$ cat src/rtl/avalon_master_comando_if.sv
// Command handshake plus Avalon-MM bus bundle for avalon_master_comando.
// The master modport is the controller side; the slave modport is the environment side.
interface avalon_master_comando_if;
    logic        cmd_valid;
    logic [31:0] cmd_data;
    logic        cmd_ready;
    logic        done;
    logic        timeout_err;
    logic        buf_sel;
    logic [2:0]  avm_address;
    logic        avm_chipselect;
    logic        avm_write;
    logic        avm_read;
    logic [31:0] avm_writedata;
    logic [31:0] avm_readdata;
    logic        avm_waitrequest;

    modport master (
        input  cmd_valid, cmd_data, avm_readdata, avm_waitrequest,
        output cmd_ready, done, timeout_err, buf_sel,
               avm_address, avm_chipselect, avm_write, avm_read, avm_writedata
    );

    modport slave (
        output cmd_valid, cmd_data, avm_readdata, avm_waitrequest,
        input  cmd_ready, done, timeout_err, buf_sel,
               avm_address, avm_chipselect, avm_write, avm_read, avm_writedata
    );
endinterface

$ cat src/rtl/avalon_master_comando.sv
// Avalon-MM master: writes a command, polls status until done or timeout.
// Optional macro BUFFER_SWAP_EN adds a buffer-select write (address 2) after each success.
module avalon_master_comando #(
    parameter int POLL_GAP      = 4,
    parameter int TIMEOUT_POLLS = 1024,
    parameter int CNT_W         = 16
) (
    input  logic                    clk,
    input  logic                    reset,
    avalon_master_comando_if.master bus
);
    typedef enum logic [2:0] {
        S_IDLE,
        S_WR_CMD,
        S_RD_STAT,
        S_GAP,
`ifdef BUFFER_SWAP_EN
        S_WR_BUF,
`endif
        S_DONE
    } state_t;

    localparam logic [CNT_W-1:0] GAP_LAST    = CNT_W'((POLL_GAP > 0) ? POLL_GAP - 1 : 0);
    localparam logic [CNT_W-1:0] TIMEOUT_LIM = CNT_W'(TIMEOUT_POLLS);

    state_t            state_q, state_d;
    logic [31:0]       cmd_q, cmd_d;
    logic [CNT_W-1:0]  poll_cnt_q, poll_cnt_d;
    logic [CNT_W-1:0]  gap_cnt_q, gap_cnt_d;
    logic              timeout_err_q, timeout_err_d;
    logic [CNT_W-1:0]  poll_inc;
    logic              unused_status_bits;
`ifdef BUFFER_SWAP_EN
    logic              buf_sel_q, buf_sel_d;
`endif

    assign unused_status_bits = ^bus.avm_readdata[31:1];
    assign poll_inc = (poll_cnt_q == {CNT_W{1'b1}}) ? poll_cnt_q : poll_cnt_q + CNT_W'(1);

    always_ff @(posedge clk) begin
        if (reset) begin
            state_q       <= S_IDLE;
            cmd_q         <= '0;
            poll_cnt_q    <= '0;
            gap_cnt_q     <= '0;
            timeout_err_q <= 1'b0;
`ifdef BUFFER_SWAP_EN
            buf_sel_q     <= 1'b0;
`endif
        end else begin
            state_q       <= state_d;
            cmd_q         <= cmd_d;
            poll_cnt_q    <= poll_cnt_d;
            gap_cnt_q     <= gap_cnt_d;
            timeout_err_q <= timeout_err_d;
`ifdef BUFFER_SWAP_EN
            buf_sel_q     <= buf_sel_d;
`endif
        end
    end

    // A bus state only advances once the slave drops waitrequest, which keeps the request stable.
    always_comb begin
        state_d       = state_q;
        cmd_d         = cmd_q;
        poll_cnt_d    = poll_cnt_q;
        gap_cnt_d     = gap_cnt_q;
        timeout_err_d = timeout_err_q;
`ifdef BUFFER_SWAP_EN
        buf_sel_d     = buf_sel_q;
`endif
        case (state_q)
            S_IDLE: begin
                if (bus.cmd_valid) begin
                    cmd_d         = bus.cmd_data;
                    timeout_err_d = 1'b0;
                    poll_cnt_d    = '0;
                    state_d       = S_WR_CMD;
                end
            end
            S_WR_CMD: begin
                if (!bus.avm_waitrequest) state_d = S_RD_STAT;
            end
            S_RD_STAT: begin
                if (!bus.avm_waitrequest) begin
                    if (bus.avm_readdata[0]) begin
`ifdef BUFFER_SWAP_EN
                        state_d = S_WR_BUF;
`else
                        state_d = S_DONE;
`endif
                    end else begin
                        poll_cnt_d = poll_inc;
                        if ((TIMEOUT_POLLS != 0) && (poll_inc == TIMEOUT_LIM)) begin
                            timeout_err_d = 1'b1;
                            state_d       = S_DONE;
                        end else if (POLL_GAP == 0) begin
                            state_d = S_RD_STAT;
                        end else begin
                            gap_cnt_d = '0;
                            state_d   = S_GAP;
                        end
                    end
                end
            end
            S_GAP: begin
                if (gap_cnt_q == GAP_LAST) state_d = S_RD_STAT;
                else gap_cnt_d = gap_cnt_q + CNT_W'(1);
            end
`ifdef BUFFER_SWAP_EN
            S_WR_BUF: begin
                if (!bus.avm_waitrequest) begin
                    buf_sel_d = ~buf_sel_q;
                    state_d   = S_DONE;
                end
            end
`endif
            S_DONE: state_d = S_IDLE;
            default: state_d = S_IDLE;
        endcase
    end

    always_comb begin
        bus.cmd_ready      = 1'b0;
        bus.done           = 1'b0;
        bus.avm_chipselect = 1'b0;
        bus.avm_write      = 1'b0;
        bus.avm_read       = 1'b0;
        bus.avm_address    = 3'd0;
        bus.avm_writedata  = 32'h0;
        bus.timeout_err    = timeout_err_q;
`ifdef BUFFER_SWAP_EN
        bus.buf_sel        = buf_sel_q;
`else
        bus.buf_sel        = 1'b0;
`endif
        case (state_q)
            S_IDLE: bus.cmd_ready = 1'b1;
            S_WR_CMD: begin
                bus.avm_chipselect = 1'b1;
                bus.avm_write      = 1'b1;
                bus.avm_address    = 3'd0;
                bus.avm_writedata  = cmd_q;
            end
            S_RD_STAT: begin
                bus.avm_chipselect = 1'b1;
                bus.avm_read       = 1'b1;
                bus.avm_address    = 3'd1;
            end
`ifdef BUFFER_SWAP_EN
            S_WR_BUF: begin
                bus.avm_chipselect = 1'b1;
                bus.avm_write      = 1'b1;
                bus.avm_address    = 3'd2;
                bus.avm_writedata  = {31'h0, ~buf_sel_q};
            end
`endif
            S_DONE: bus.done = 1'b1;
            default: ;
        endcase
    end
endmodule

$ cat src/flat_wrapper.sv
// flat-port wrapper written by rule: the top's interface ports become plain ports
module avalon_master_comando_flat 
#(
    parameter int POLL_GAP      = 4,
    parameter int TIMEOUT_POLLS = 1024,
    parameter int CNT_W         = 16
)
  (clk, reset, bus_cmd_valid, bus_cmd_data, bus_avm_readdata, bus_avm_waitrequest, bus_cmd_ready, bus_done, bus_timeout_err, bus_buf_sel, bus_avm_address, bus_avm_chipselect, bus_avm_write, bus_avm_read, bus_avm_writedata);
  avalon_master_comando_if bus_i ();
  input  logic clk;
  input  logic reset;
  input wire logic [$bits(bus_i.cmd_valid)-1:0] bus_cmd_valid;
  input wire logic [$bits(bus_i.cmd_data)-1:0] bus_cmd_data;
  input wire logic [$bits(bus_i.avm_readdata)-1:0] bus_avm_readdata;
  input wire logic [$bits(bus_i.avm_waitrequest)-1:0] bus_avm_waitrequest;
  output wire logic [$bits(bus_i.cmd_ready)-1:0] bus_cmd_ready;
  output wire logic [$bits(bus_i.done)-1:0] bus_done;
  output wire logic [$bits(bus_i.timeout_err)-1:0] bus_timeout_err;
  output wire logic [$bits(bus_i.buf_sel)-1:0] bus_buf_sel;
  output wire logic [$bits(bus_i.avm_address)-1:0] bus_avm_address;
  output wire logic [$bits(bus_i.avm_chipselect)-1:0] bus_avm_chipselect;
  output wire logic [$bits(bus_i.avm_write)-1:0] bus_avm_write;
  output wire logic [$bits(bus_i.avm_read)-1:0] bus_avm_read;
  output wire logic [$bits(bus_i.avm_writedata)-1:0] bus_avm_writedata;
  assign bus_i.cmd_valid = bus_cmd_valid;
  assign bus_i.cmd_data = bus_cmd_data;
  assign bus_i.avm_readdata = bus_avm_readdata;
  assign bus_i.avm_waitrequest = bus_avm_waitrequest;
  assign bus_cmd_ready = bus_i.cmd_ready;
  assign bus_done = bus_i.done;
  assign bus_timeout_err = bus_i.timeout_err;
  assign bus_buf_sel = bus_i.buf_sel;
  assign bus_avm_address = bus_i.avm_address;
  assign bus_avm_chipselect = bus_i.avm_chipselect;
  assign bus_avm_write = bus_i.avm_write;
  assign bus_avm_read = bus_i.avm_read;
  assign bus_avm_writedata = bus_i.avm_writedata;
  avalon_master_comando #(.POLL_GAP(POLL_GAP), .TIMEOUT_POLLS(TIMEOUT_POLLS), .CNT_W(CNT_W)) u_core (.clk(clk), .reset(reset), .bus(bus_i));
endmodule
$ cat config.mk
export PLATFORM = sky130hd
export DESIGN_NAME = avalon_master_comando_flat
export DESIGN_NICKNAME = d
export VERILOG_FILES = /design/src/rtl/avalon_master_comando_if.sv /design/src/rtl/avalon_master_comando.sv /design/src/flat_wrapper.sv
export SDC_FILE = /design/constraint.sdc
export NUM_CORES = 1
export LEC_CHECK = 0
export CORE_MARGIN = 2
export CORE_UTILIZATION = 54
export CTS_BUF_LIST = sky130_fd_sc_hd__clkbuf_4
export DETAILED_ROUTE_END_ITERATION = 7
export HOLD_SLACK_MARGIN = 0.03
export PLACE_DENSITY = 0.95
export SLEW_MARGIN = 40
export SYNTH_ARGS = -nofsm -noshare
export SYNTH_HDL_FRONTEND = slang
export SYNTH_SLANG_ARGS = --single-unit
$ cat constraint.sdc
create_clock -name clk -period 7.6 [get_ports clk]
set_input_delay 1.52 -clock clk [delete_from_list [all_inputs] [get_ports clk]]
set_output_delay 1.52 -clock clk [all_outputs]
set_load 0.02 [all_outputs]
; Word level (Yosys, flattened, before mapping)
; Cells that the tools add are included.
; Widths: inputs -> output; s select.
[word_totals]
inputBits = 68
out_inout_bits = 42
reg_bits = 68
[classes]
n_addsub = 2
n_reduce_logical = 9
mux = 29
n_eq_ne = 15
[ops]
columns = operator, n
row1 = $mux 16, 8
row2 = $pmux 16 s2, 2
row3 = $add 16x1->16 const B, 2
row4 = $mux 32, 1
row5 = $mux 3, 6
row6 = $eq 16x11->1 const B, 1
row7 = $eq 16x16->1 const B, 1
row8 = $eq 16x2->1 const B, 1
row9 = $ne 2x2->1 const B, 6
row10 = $pmux 3 s4, 1
row11 = $mux 1, 10
row12 = $reduce_and 5->1, 2
row13 = $reduce_and 4->1, 2
row14 = $eq 3x2->1 const B, 2
row15 = $ne 2x1->1 const B, 2
row16 = $reduce_bool 2->1, 2
row17 = $eq 3x1->1 const B, 1
row18 = $eq 3x3->1 const B, 1
row19 = $logic_not 3->1, 1
row20 = $pmux 1 s2, 1
row21 = $reduce_and 2->1, 1
row22 = $reduce_or 2->1, 1

; Depth between registers and ports, before layout
; Gate-level depths: netlist (run 1).
[depth]
ltp_word = 7
mapped_depth = 9
depth_no_buf = 7

; Least setup slack after synthesis (run 1)
; No wires, ideal clock.
[synth_path]
path_kind = register to output
start = register u_core.state_q[0]
end = output bus_avm_writedata[22]
path_slack_ns = 4.566
arrival_ns = 1.514
path_stages_with_launch = 5
path_cell_list = dfxtp_1 nor2b_1 nor2b_1 clkbuf_1 and2_1
[synth_between]
elab_chain_cells = 2
[synth_rtl]
columns = element, line_no
row1 = "start, declared", avalon_master_comando.sv:26  ; state_t state_q, state_d;
row2 = "start signal, assigned", avalon_master_comando.sv:51  ; state_q <= state_d;
row3 = $eq 3x1->1, avalon_master_comando.sv:137  ; case (state_q)
row4 = $mux 32, avalon_master_comando.sv:137
row5 = "end, declared", flat_wrapper.sv:24  ; output wire logic [$bits(bus_i.avm_writedata)-1:0] bus_avm_writedata;
; No other way between the ends.

; Worst setup path in the final report (run 1)
[layout_path]
start = register u_core.state_q[0]
end = output bus_avm_writedata[31]
; Same word-level chain as after synthesis.

==> results of run 1 <==
Yosys cell counts (5+ instances only):
library cell / n / area share
nand2_1: 88 / 0.084
dfxtp_1: 68 / 0.35
a21oi_1: 55 / 0.070
and2_1: 35 / 0.056
nor2_1: 35 / 0.033
clkbuf_1: 16 / 0.015
o21ai_0: 14 / 0.018
nor3_1: 12 / 0.015
a311oi_1: 11 / 0.024
nand3_1: 11 / 0.014
nand4_1: 10 / 0.016
buf_4: 9 / 0.017
inv_1: 8 / 0.0076
a211oi_2: 6 / 0.019
and3_1: 6 / 0.0095
nor4_1: 6 / 0.0095
clkbuf_8: 5 / 0.018
nand2b_1: 5 / 0.0080
worst max-delay path: stages, from the launching register on:
cell,delay [ps]
dfxtp_1,410
nor2b_1,290
nor2b_1,180
buf_4,310
and2_1,200
clkdlybuf4s50_1,640
power groups by stage:
stage | logic [mW] | clock network, mW | registers, mW
2_1_floorplan | 0.110 | 0 | 0.391
3_3_place_gp | 0.166 | 0 | 0.393
3_5_place_dp | 0.171 | 0 | 0.395
4_1_cts | 0.172 | 0.220 | 0.388
5_1_grt | 0.189 | 0.234 | 0.390
6_report | 0.173 | 0.216 | 0.388
cell type report:
type | instances | area share
Multi-Input combinational cell | 377 | 0.485
Sequential cell | 68 | 0.290
Timing Repair Buffer | 80 | 0.166
Tap cell | 99 | 0.0264
Clock buffer | 10 | 0.0160
Clock inverter | 6 | 0.0107
Inverter | 8 | 0.00639
registers in the layout, summed over array words and instances, names as in the netlist:
name                    count
u_core.bus.timeout_err      1
u_core.cmd_q               32
u_core.state_q              3
u_core.poll_cnt_q          16
u_core.gap_cnt_q           16
per-layer routing:
| layer | GRT usage | share of wire |
|---|---|---|
| met1 | 0.318 | 0.38 |
| met3 | 0.109 | 0.10 |
| met2 | 0.433 | 0.49 |
| met4 | 0.107 | 0.026 |
| met5 | 0 | 0 |
cells by family (layout without fill, tap and decap cells):
| group | after synthesis | in the layout |
|---|---|---|
| XOR/XNOR | 3 | 3 |
| multiplexers | 3 | 3 |
| other | 1 | 3 |
| buffers and inverters | 47 | 104 |
| AO/OA/AOI/OAI | 123 | 123 |
| adder cells (fa/ha/maj) | 2 | 2 |
| flip-flops | 68 | 68 |
| AND/OR/NAND/NOR | 243 | 243 |
stage by stage:
| stage | setup WS, ps | util |
|---|---|---|
| CTS | 3600 | 0.657 |
| detailed placement | 4040 | 0.640 |
| floorplan | 4570 | - |
| global placement | 3990 | 0.640 |
| global route | 3470 | 0.658 |
| finish | 3600 | 0.658 |
worst max-delay path by stage:
stage,end,slack (ps)
after floorplan,bus_avm_writedata[22],4570
after global placement,u_core.poll_cnt_q[14],3990
after detailed placement,u_core.poll_cnt_q[7],4040
after CTS,bus_avm_writedata[31],3600
after global routing,bus_avm_writedata[31],3470
final,bus_avm_writedata[31],3600
==> run metrics, run 1 <==
sw frac 0.333; critical path type flip-flop to output port; n_diodes 0; combinational fraction of design power 0.223; main combinational cell family by area after synthesis simple AND/OR/NAND/NOR gates; largest net degree at the start of global routing a little under 70; Netlist Area Pre-Place between 3000 and 4000 µm²; min Tclk post-route between 4000 and 5000 ps; WP data required 6080 ps; WHS Endpoint u_core.cmd_q[8]; CTS hold repair buffers 0; worst vdd ir roughly 0.14 mV; post-synthesis simple-gate area fraction 0.330; Finish-stage setup viols 0; Sequential Power Share 0.499; number of global-route vias before repair between 3000 and 4000; Overflow after GRT 0; adder-cell share of the synthesized area 0.00636; Worst-Margin Slew between 700 and 800 ps; final hold vios 0; hold path depth 2; Total Power 0.778 mW; sw power 0.259 mW; CORE AREA 7140 µm²; DIE AREA 7980 µm²; min-delay worst type flip-flop to flip-flop; sequential cell area 1360 µm²; Post-CTS Setup Inserts 0; CTS Root Cell clkbuf_4; max_cap viols 0; via count 3925; Starting DRT DRC Count 287; Syn Area/Cell 8.03 µm²; area of the multi-input gates approximately 2300 µm²; drt total wl 10400 µm; GP Congestion 0.933; final std cells w/o fill 648; Int Power 0.519 mW; Post-synth EDFFs 0; Final Hold Slack 459 ps; Wirelength per Cell 16.0 µm; clk sinks slightly below 70; power share of the clock group 0.278; status completed; DP HPWL 7010 µm; maximum clock rate approximately 250 MHz; relative slew slack 0.502; P_leak 1.61 nW; r2r endpoint u_core.gap_cnt_q[0]; #FFs+latches synth 68; commonest non-fill, non-tap cells in the layout nand2_1, clkdlybuf4s50_1, dfxtp_1; hold path startpoint u_core.cmd_q[8]; CTS clock-pin slew for the worst setup and hold paths 130 ps; mux contribution to synthesized area 0.00764; detailed-router iteration count before antenna repair 8; Post-Place Cell Area approximately 4600 µm²; xor/xnor share of the synthesized area 0.00668; Post-Syn Instances 490; Main synth FF type dfxtp_1; share of cells above drive strength 1 0.0984; CTS HTree Levels 3; PortBufs between 70 and 80; Layout Skew 19.1 ps; Max Root-Sink Buffers 2; number of vias per cell ~6; overall die height between 80 and 90 µm; reg2reg start u_core.poll_cnt_q[0]; Unique masters post-synth 71; Post-layout nets 614; CTS tree yes; area delta synth->final 19.4%; Seq/Total Area, Yosys 0.346; Starting Density 0.551; WP data arrival 2480 ps; post-CTS sizing 0; cts bufs inserted 9; Post-DRT Antenna Nets 0; Worst R2R Path Depth 7; clk_lat worst skew 450 ps; RSZ-0062 raised after global routing false; crit path max fanout 34; Die Width about 90 µm; crit path launch u_core.state_q[0]; row cnt 31; most common cell after layout, fill and taps aside nand2_1; DRC Markers 0; Placed Cells 631; CP endpoint kind output port; Slew Limit Fails 0; design area 4700 µm²; GRT Total Usage 0.268; asr flop ratio synth 0; first-pass GRT wire length about 17000 µm; period utilisation layout 0.526; CP Launch Type flip-flop; Compound-Gate Fraction of Synth Area 0.225; setup_tns 0 ps; antenna violations before repair 0; YS warnings 0; I/O pins 110; Power Density around 170 nW/µm²; fillers 581; Worst R2R Setup Slack 4460 ps
Note: power is estimated with default switching activity, not from simulation.
==> run 2: changes to the inputs <==
--- a/config.mk
+++ b/config.mk
@@ -6,11 +6,11 @@
 export NUM_CORES = 1
 export LEC_CHECK = 0
 export CORE_MARGIN = 2
-export CORE_UTILIZATION = 54
+export CORE_UTILIZATION = 45
 export CTS_BUF_LIST = sky130_fd_sc_hd__clkbuf_4
 export DETAILED_ROUTE_END_ITERATION = 7
 export HOLD_SLACK_MARGIN = 0.03
-export PLACE_DENSITY = 0.95
+export PLACE_DENSITY = 0.85
 export SLEW_MARGIN = 40
 export SYNTH_ARGS = -nofsm -noshare
 export SYNTH_HDL_FRONTEND = slang
==> constraint.sdc (replaced) <==
create_clock -name clk -period 3.3 [get_ports clk]
set_input_delay 0.66 -clock clk [delete_from_list [all_inputs] [get_ports clk]]
set_output_delay 0.66 -clock clk [all_outputs]
set_load 0.02 [all_outputs]
==> run metrics, run 2 (synthesized netlist as in run 1, its figures left out) <==
status completed; Layout Skew 17.9 ps (-1.26 ps); Max Root-Sink Buffers 2 (unchanged); CTS Root Cell clkbuf_4; PortBufs 75 (unchanged); Post-CTS Setup Inserts 0 (unchanged); Post-DRT Antenna Nets 0 (unchanged); CTS clock-pin slew for the worst setup and hold paths 110 ps (-20 ps); DP HPWL 6750 µm (-3.7%); max reg flops 32 (unchanged); min-delay worst type flip-flop to flip-flop; I/O pins 110 (unchanged); crit path max fanout 9 (-74%); row cnt 34 (+9.7%); Die Width 97.5 µm (+9.1%); DIE AREA 9500 µm² (+19%); detailed-router iteration count before antenna repair 5 (-3); clk sinks 68 (unchanged); Worst path max stage delay 610 ps (-30 ps); overall die height 97.5 µm (+9.1%); RSZ-0062 raised after global routing false; drt total wl 9530 µm (-8.2%); Final Hold Slack 459 ps (-0.155 ps); number of vias per cell 5.74 (-5.3%); largest net degree at the start of global routing 33 (-52%); post-CTS sizing 0 (unchanged); setup_tns 0 ps (unchanged); most common cell after layout, fill and taps aside nand2_1; P_leak 1.64 nW (+2.2%); CP Launch Type flip-flop; Power Density 386 nW/µm² (+130%); Starting Density 0.458 (-0.0934); Starting DRT DRC Count 398 (+39%); Slowest-stage cell, CP clkdlybuf4s50_1; maximum clock rate 332 MHz; critical path type flip-flop to output port; Slew Limit Fails 0 (unchanged); Worst-Margin Slew 633 ps (-115 ps); cts bufs inserted 9 (unchanged); Wirelength per Cell 14.4 µm (-10%); via count 3803 (-3.1%); first-pass GRT wire length 15900 µm (-4.6%); number of global-route vias before repair 3492 (-2.6%); commonest non-fill, non-tap cells in the layout nand2_1, clkdlybuf4s50_1, dfxtp_1; Total Power 1.84 mW (+140%); Post-layout nets 619 (+0.81%); final worst slack 284 ps (-3320 ps); CP endpoint kind output port; min Tclk post-route 3020 ps; CTS hold repair buffers 0 (unchanged); CTS HTree Levels 3 (unchanged); final std cells w/o fill 663 (+2.3%); Placed Cells 646 (+2.4%); Top reg by flops u_core.cmd_q; DRC Markers 0 (unchanged); Place WS 359 ps (-3680 ps); worst vdd ir 0.357 mV (+150%); Worst R2R Setup Slack 350 ps (-4110 ps); WP data arrival 2360 ps (-120 ps); area of the multi-input gates 2280 µm² (+0.11%); area delta synth->final 21.2%; CORE AREA 8590 µm² (+20%); Finish-stage setup viols 0 (unchanged); share of cells above drive strength 1 0.106 (+0.00814); WP data required 2640 ps (-3440 ps); clk_lat worst skew 410 ps (-40 ps); sequential cell area 1360 µm² (unchanged); GP Congestion 0.876 (-6.1%); GRT Total Usage 0.197 (-0.0710); biggest regs u_core.cmd_q: 32 flops, u_core.gap_cnt_q: 16 flops, u_core.poll_cnt_q: 16 flops; antenna violations before repair 1 (+1); max_cap viols 0 (unchanged); worst-path cell chain or3b_2 > inv_1 > or2_2 > clkdlybuf4s50_1; post-layout utilization of the core 0.555 (-0.103); relative slew slack 0.574 (+0.0727); final hold vios 0 (unchanged); design area 4770 µm² (+1.5%); Post-Place Cell Area 4620 µm² (+1.2%); period utilisation layout 0.914; Overflow after GRT 0 (unchanged); CTS tree yes; fillers 766 (+32%)
-- run 2: worst max-delay path: cells and delay by family, from the launching register on --
| family | cells | cell delay, ps |
|---|---|---|
| buffers and inverters | 2 | 770 |
| flip-flops | 1 | 480 |
| AND/OR/NAND/NOR | 2 | 710 |
-- run 2: power breakdown --
group | switching [mW] | total [mW] | internal (mW)
logic | 0.231 | 0.398 | 0.167
registers | 0.0260 | 0.892 | 0.866
clock network | 0.312 | 0.551 | 0.239
total | 0.569 | 1.84 | 1.27
-- run 2: worst paths after layout --
kind / endpoint / cells past startpoint / from
setup / recovery: bus_avm_chipselect / 4 / u_core.state_q[1]
hold / removal: u_core.cmd_q[16] / 2 / u_core.cmd_q[16]
setup reg to reg: u_core.gap_cnt_q[7] / 7 / u_core.poll_cnt_q[0]
hold reg to reg: u_core.cmd_q[16] / 2 / u_core.cmd_q[16]
-- run 2: area by class of cell --
class	count	area share
diodes	1	0.000525
clock buffers	10	0.0157
clock inverters	6	0.0134
inverters	8	0.00630
multi-input cells	377	0.478
flip-flops and latches	68	0.286
well taps	108	0.0283
repair buffers	85	0.172
-- run 2: metal layers --
layer,global-route usage,vias up,part of all wire
met5,0,-,0
li1,-,1863,-
met4,0.0908,0,0.023
met3,0.0453,21,0.076
met2,0.321,164,0.47
met1,0.248,1755,0.43
